`config.mk`:
```
export PLATFORM = sky130hd
export DESIGN_NAME = instruction_fetch
export DESIGN_NICKNAME = d
export VERILOG_FILES = /design/src/rtl/cpu_pkg.sv /design/src/rtl/instruction_fetch.sv
export SDC_FILE = /design/constraint.sdc
export NUM_CORES = 1
export LEC_CHECK = 0
export CAP_MARGIN = 20
export CORE_ASPECT_RATIO = 0.5
export CORE_MARGIN = 2
export CORE_UTILIZATION = 50
export DETAILED_ROUTE_END_ITERATION = 8
export GPL_ROUTABILITY_DRIVEN = 0
export PLACE_DENSITY = 0.83
export SLEW_MARGIN = 30
export SYNTH_ARGS = -nofsm -noshare
export SYNTH_HDL_FRONTEND = slang
export SYNTH_SLANG_ARGS = --single-unit
```
`constraint.sdc`:
```
create_clock -name clk -period 2.9 [get_ports clk]
set_clock_uncertainty 0.2 [all_clocks]
set_input_delay 0.58 -clock clk [delete_from_list [all_inputs] [get_ports clk]]
set_output_delay 0.58 -clock clk [all_outputs]
set_load 0.01 [all_outputs]
```
`src/rtl/cpu_pkg.sv`:
```
// cpu_pkg: shared fetch-stage types and constants.
package cpu_pkg;
    localparam int WORD_W = 8;
    localparam logic [WORD_W-1:0] PC_RESET = '0;
    typedef enum logic [2:0] {S_IDLE, S_REQ, S_ISSUE, S_PCW1, S_PCW2} fetch_state_t;
endpackage

```
`src/rtl/instruction_fetch.sv`:
```
// instruction_fetch: fetches from instruction memory, hands words to decode,
// and drives the two-cycle write sequence of program_counter.
module instruction_fetch
    import cpu_pkg::*;
#(
    parameter int ADDR_W  = 8,
    parameter int INSTR_W = WORD_W
) (
    input  logic               clk,
    input  logic               rst_n,
    input  logic [ADDR_W-1:0]  pc_value,
    output logic               pc_we,
    output logic [ADDR_W-1:0]  pc_next,
    output logic               mem_req,
    output logic [ADDR_W-1:0]  mem_addr,
    input  logic               mem_ack,
    input  logic [INSTR_W-1:0] mem_rdata,
    output logic               instr_valid,
    input  logic               instr_ready,
    output logic [INSTR_W-1:0] instr_data,
    output logic [ADDR_W-1:0]  instr_pc,
    input  logic               redirect_valid,
    input  logic [ADDR_W-1:0]  redirect_target,
    input  logic               halt,
    output logic               busy
);
    fetch_state_t       state_q, state_d;
    logic [INSTR_W-1:0] instr_data_q, instr_data_d;
    logic [ADDR_W-1:0]  instr_pc_q, instr_pc_d;
    logic [ADDR_W-1:0]  pc_next_q, pc_next_d;
    logic               redirect_pend_q, redirect_pend_d;
    logic [ADDR_W-1:0]  pend_target_q, pend_target_d;

    always_ff @(posedge clk or negedge rst_n) begin
        if (!rst_n) begin
            state_q         <= S_IDLE;
            instr_data_q    <= '0;
            instr_pc_q      <= '0;
            pc_next_q       <= ADDR_W'(PC_RESET);
            redirect_pend_q <= 1'b0;
            pend_target_q   <= '0;
        end else begin
            state_q         <= state_d;
            instr_data_q    <= instr_data_d;
            instr_pc_q      <= instr_pc_d;
            pc_next_q       <= pc_next_d;
            redirect_pend_q <= redirect_pend_d;
            pend_target_q   <= pend_target_d;
        end
    end

    always_comb begin
        state_d         = state_q;
        instr_data_d    = instr_data_q;
        instr_pc_d      = instr_pc_q;
        pc_next_d       = pc_next_q;
        redirect_pend_d = redirect_pend_q;
        pend_target_d   = pend_target_q;
        case (state_q)
            S_IDLE: if (!halt) state_d = S_REQ;
            S_REQ: begin
                if (redirect_valid) begin
                    redirect_pend_d = 1'b1;
                    pend_target_d   = redirect_target;
                end
                // A redirect seen during the read still waits for the ack; the data is dropped.
                if (mem_ack) begin
                    if (redirect_pend_d) begin
                        pc_next_d       = pend_target_d;
                        redirect_pend_d = 1'b0;
                        state_d         = S_PCW1;
                    end else begin
                        instr_data_d = mem_rdata;
                        instr_pc_d   = pc_value;
                        state_d      = S_ISSUE;
                    end
                end
            end
            S_ISSUE: begin
                if (redirect_valid) begin
                    pc_next_d = redirect_target;
                    state_d   = S_PCW1;
                end else if (instr_ready) begin
                    pc_next_d = instr_pc_q + ADDR_W'(1);
                    state_d   = S_PCW1;
                end
            end
            S_PCW1: begin
                if (redirect_valid) pc_next_d = redirect_target;
                state_d = S_PCW2;
            end
            S_PCW2: begin
                // Staying here keeps write-enable high so the counter writes the target too.
                if (redirect_valid) pc_next_d = redirect_target;
                else state_d = halt ? S_IDLE : S_REQ;
            end
            default: state_d = S_IDLE;
        endcase
    end

    assign mem_req     = state_q == S_REQ;
    assign mem_addr    = mem_req ? pc_value : '0;
    assign pc_we       = (state_q == S_PCW1) || (state_q == S_PCW2);
    assign pc_next     = pc_next_q;
    assign instr_valid = state_q == S_ISSUE;
    assign instr_data  = instr_data_q;
    assign instr_pc    = instr_pc_q;
    assign busy        = state_q != S_IDLE;
endmodule

```
Word level (Yosys, flattened, before mapping):

Cells that the tools add are included.

* register bits after elaboration: 36
* input bits: 30
* output and inout port bits: 36
* logic and storage cells: 45

* $add $sub $neg: 1
* eq/ne operators: 10
* multiplexer cells: 19
* bitwise operators: 1
* reduce and logical (&&, ||, !) cells: 8

Operators by type and width (number)
* two-way mux 8 bit: 7
* one-hot mux 8 bit (3 select lines): 1
* two-way mux 3 bit: 5
* one-hot mux 3 bit (5 select lines): 1
* adder 8 x 1 -> 8 bit, second input constant: 1
* == test 3 x 2 -> 1 bit, second input constant: 2
* != test 2 x 1 -> 1 bit, second input constant: 3
* nonzero test 3 bit: 2
* two-way mux 1 bit: 5
* AND reduction 5 bit: 1
* != test 2 bit, second input constant: 2
* AND reduction 4 bit: 1
* == test 3 x 1 -> 1 bit, second input constant: 1
* == test 3 bit, second input constant: 1
* zero test 3 bit: 1
* != test 3 x 1 -> 1 bit, second input constant: 1
* AND reduction 3 bit: 1
* OR reduction 2 bit: 1
* logical OR 1 bit: 1
* NOT 1 bit: 1

Logic depth before layout (Yosys ltp):

* depth after elaboration: 5
* depth in mapped cells: 7
* depth with buffers taken out: 5

Worst setup path after synthesis:

OpenSTA, ideal clock, no wires.

* path kind: register to output
* from: register state_q[0]
* to: output mem_addr[0]
* arrival: 1268 ps
* data required time: 2120 ps
* path slack: 852 ps
* cell stages (with the launch flop): 5
* buffers on the path: 2
* cell sequence: dfrtp_1 -> buf_4 -> nor3b_2 -> clkbuf_1 -> and2_1

* word-level cells in the longest chain between the ends: 2

RTL lines
* from (decl): line instruction_fetch.sv:27 `fetch_state_t state_q, state_d;`
* from (signal assigned): line instruction_fetch.sv:43 `state_q <= state_d;`
* == test 3 x 1 -> 1 bit: line instruction_fetch.sv:101 `assign mem_req = state_q == S_REQ;`
* named net mem_req: line instruction_fetch.sv:14 `output logic mem_req,`
* two-way mux 8 bit: line instruction_fetch.sv:102 `assign mem_addr = mem_req ? pc_value : '0;`
* to (decl): line instruction_fetch.sv:15 `output logic [ADDR_W-1:0] mem_addr,`

The timed path passes the listed nets, and every way through them passes these cells.

Worst setup path after layout:

* from: register state_q[2]
* to: output pc_we

* word-level cells in the longest chain between the ends: 2
* elaborated cells on any way between the ends: 3
* those cells by class: 2 x eq/ne; 1 x reduce/logical

RTL lines
* == test 3 x 2 -> 1 bit / == test 3 bit (equally long branches): line instruction_fetch.sv:103 `assign pc_we = (state_q == S_PCW1) || (state_q == S_PCW2);`
* logical OR 1 bit (*): line instruction_fetch.sv:103
* to (decl): line instruction_fetch.sv:12 `output logic pc_we,`

Every way passes the cells marked *; elsewhere a longest branch is shown, timed or not.

==> impl_metrics.ini <==
[status]
status = finished, final reports clean

[floorplanning]
rows = 16
die-height_um = 49.86
die-area_mm2 = 0.004773
initial_core_util = 0.5306
die_w_um = 95.72
core_mm2 = 0.003964
num_io_pins = 66

[sta]
hold_viol_final = 0
setup_tns_ns = 0
setup_slack_ns = 0.1956
finalCritPeriodShare = 0.9326
setup_viol = 0
relSlewSlack = 0.4908
clock.fmax_mhz = 369.8
drv_slew = 0
hold_slack_ns = 0.3045
rsz0062_at_grt = false
finalCriticalPeriod_ns = 2.704
worstMarginPinSlew_ns = 0.7592

[setup_path]
critPathArrivalTime_ns = 1.92
rrSetupSlack_ns = 0.62
critPathRequiredTime_ns = 2.12
crit_path_end = pc_we
reg2reg_to = pc_next[1]$_DFFE_PN0P_
end_kind = output port
path_class = reg2out
crit_path_max_fanout = 17
reg2reg_from = state_q[0]$_DFFE_PN0P_
startpoint = state_q[2]$_DFFE_PN0P_
reg2regPathDepth = 5
start_kind = flop

[global_route]
antenna_found_initial = 0
grt_pass1_vias = 1852
grt_use_total = 0.2564
grt_max_degree = 37
grt_pass1_wl_um = 9259
grt_overflow_total = 0

[cells_and_area]
drive_above_1_share = 0.1841
diodes = 0
nets = 307
regArea_um2 = 900.9
multi_input_area_mm2 = 0.001111
final_cell_count_no_fill = 331
syn_to_final_growth_pct = 41.34
fillers = 265

[drt]
avgViaCountPerCell = 5.903
drc_errors = 0
first_pass_iters = 4
vias = 1954
drt-wirelength-per-cell_um = 17.06
drt-total-wl_um = 5646
route.antenna.remaining_nets = 0
drtIter0Drc = 200

[cts]
cts_tree = built
cts.path.max_buffers = 2
postCtsHoldBufs = 0
numCtsBuffers = 5
htreeDepth = 2
insertion_delay_ns = 0.29
clkTransAtPathRegs_ns = 0.07
cts_resized = 0
root_buffer = clkbuf_8
clkSinkCount = 36
cts_post_setup_buffers_inserted = 0

[synthesis]
syn-cell-area_mm2 = 0.002103
seq_area_frac_synth = 0.4283
yosys_warnings = 0
synthFlopType = dfrtp_1
ys_ff_latch = 36
synth_cells = 205
synth_edf_count = 0
ys_async_sr_fraction = 1.000
ys_types = 49
syn-num-nets = 236
syn_area_per_cell_um2 = 10.26

[pwr]
power_density_mw_per_mm2 = 1098
p_leak_nw = 1.212
finalPower_mw = 3.263
ir_drop_v = 0.0006482

[flow_run]
drv_cap = 0

[placement]
pre_cts_slack_ns = 0.2582
post-place-cells = 323
port_buffers = 65
dp_hpwl_um = 3848

[min_path]
holdCritPathClass = reg2reg
## per-stage QoR
step / cell area (um2) / utilization
after CTS: 2973 / 0.7500
final: 2973 / 0.7500
after floorplan: 2103 / -
after global routing: 2973 / 0.7500
after global placement: 2846 / 0.7181
after detailed placement: 2846 / 0.7181
## synthesized netlist by cell type (4+ instances only)
master    number  area (um2)
o21ai_0        8       40.04
and3_1         4       25.02
and2_1         9       56.30
clkbuf_1       4       15.01
buf_2          7       35.03
nand2b_1       5       31.28
nor3_1         9       45.04
dfrtp_1       36       900.9
inv_1          7       26.28
nand2_1        6       22.52
a21oi_1        8       40.04
mux2_2        23       259.0
nand3_1        4       20.02
nor2_1        12       45.04
nor2b_1        5       31.28
nor3b_1        5       37.54
## worst max-delay path, stage by stage (launching register included)
cell and delay, ns:
dfrtp_1 0.44, buf_4 0.26, nand2b_1 0.14, o21ai_0 0.20, clkdlybuf4s50_1 0.59
## cell families (layout without fill, tap and decap cells)
group	count (synthesis)	after routing	share of synthesized area
AND/OR/NAND/NOR	79	79	0.2350
multiplexers	28	28	0.1523
XOR/XNOR	3	3	0.01249
buffers and inverters	20	92	0.04342
AO/OA/AOI/OAI	38	38	0.1226
adder cells (fa/ha/maj)	1	1	0.005948
flip-flops	36	36	0.4283
## worst min-delay path by stage
stage	startpoint	endpoint	slack, ns	depth (start not counted)
after CTS	instr_data[2]$_DFFE_PN0P_	instr_data[2]$_DFFE_PN0P_	0.31	1
after floorplan	rst_n	instr_data[0]$_DFFE_PN0P_	0.08	0
after global routing	pend_target_q[2]$_DFFE_PN0N_	pend_target_q[2]$_DFFE_PN0N_	0.32	1
after global placement	instr_data[2]$_DFFE_PN0P_	instr_data[2]$_DFFE_PN0P_	0.28	1
after detailed placement	instr_data[2]$_DFFE_PN0P_	instr_data[2]$_DFFE_PN0P_	0.29	1
final	instr_data[2]$_DFFE_PN0P_	instr_data[2]$_DFFE_PN0P_	0.30	1
## registers in the layout, summed over array words and instances, names as in the netlist
| signal | flops |
|---|---|
| pend_target_q | 8 |
| instr_pc | 8 |
| redirect_pend_q | 1 |
| state_q | 3 |
| pc_next | 8 |
| instr_data | 8 |
## cell usage in the layout (no fill, tap or decap), types with 6 or more instances in the layout
cell and count:
nor2_1 12, mux2_2 23, nor3_1 9, buf_4 12, inv_1 7, clkbuf_8 7, o21ai_0 8, and2_1 9
a21oi_1 8, nand2_1 6, dfrtp_1 36, clkdlybuf4s50_1 65
## cell type report
class,count,share of cell area
clock buffer,7,0.03241
inverter,7,0.008838
tap,54,0.02273
timing repair buffer,77,0.2492
multi-input combinational,149,0.3737
clock inverter,1,0.01010
sequential,36,0.3030
## report_power, final
part | switching, mW | total, mW | internal, mW
Clock | 0.192 | 0.495 | 0.304
Combinational | 0.784 | 1.77 | 0.988
Sequential | 0.237 | 0.996 | 0.759
## layer usage
layer  GRT usage  part of all wire  vias up
met2      0.3951              0.46      108
li1            -                 -      893
met4     0.06190             0.021        0
met5           0                 0        -
met1      0.3606              0.43      937
met3     0.07034             0.087       16
No activity file was read; power rests on OpenSTA's default activity.
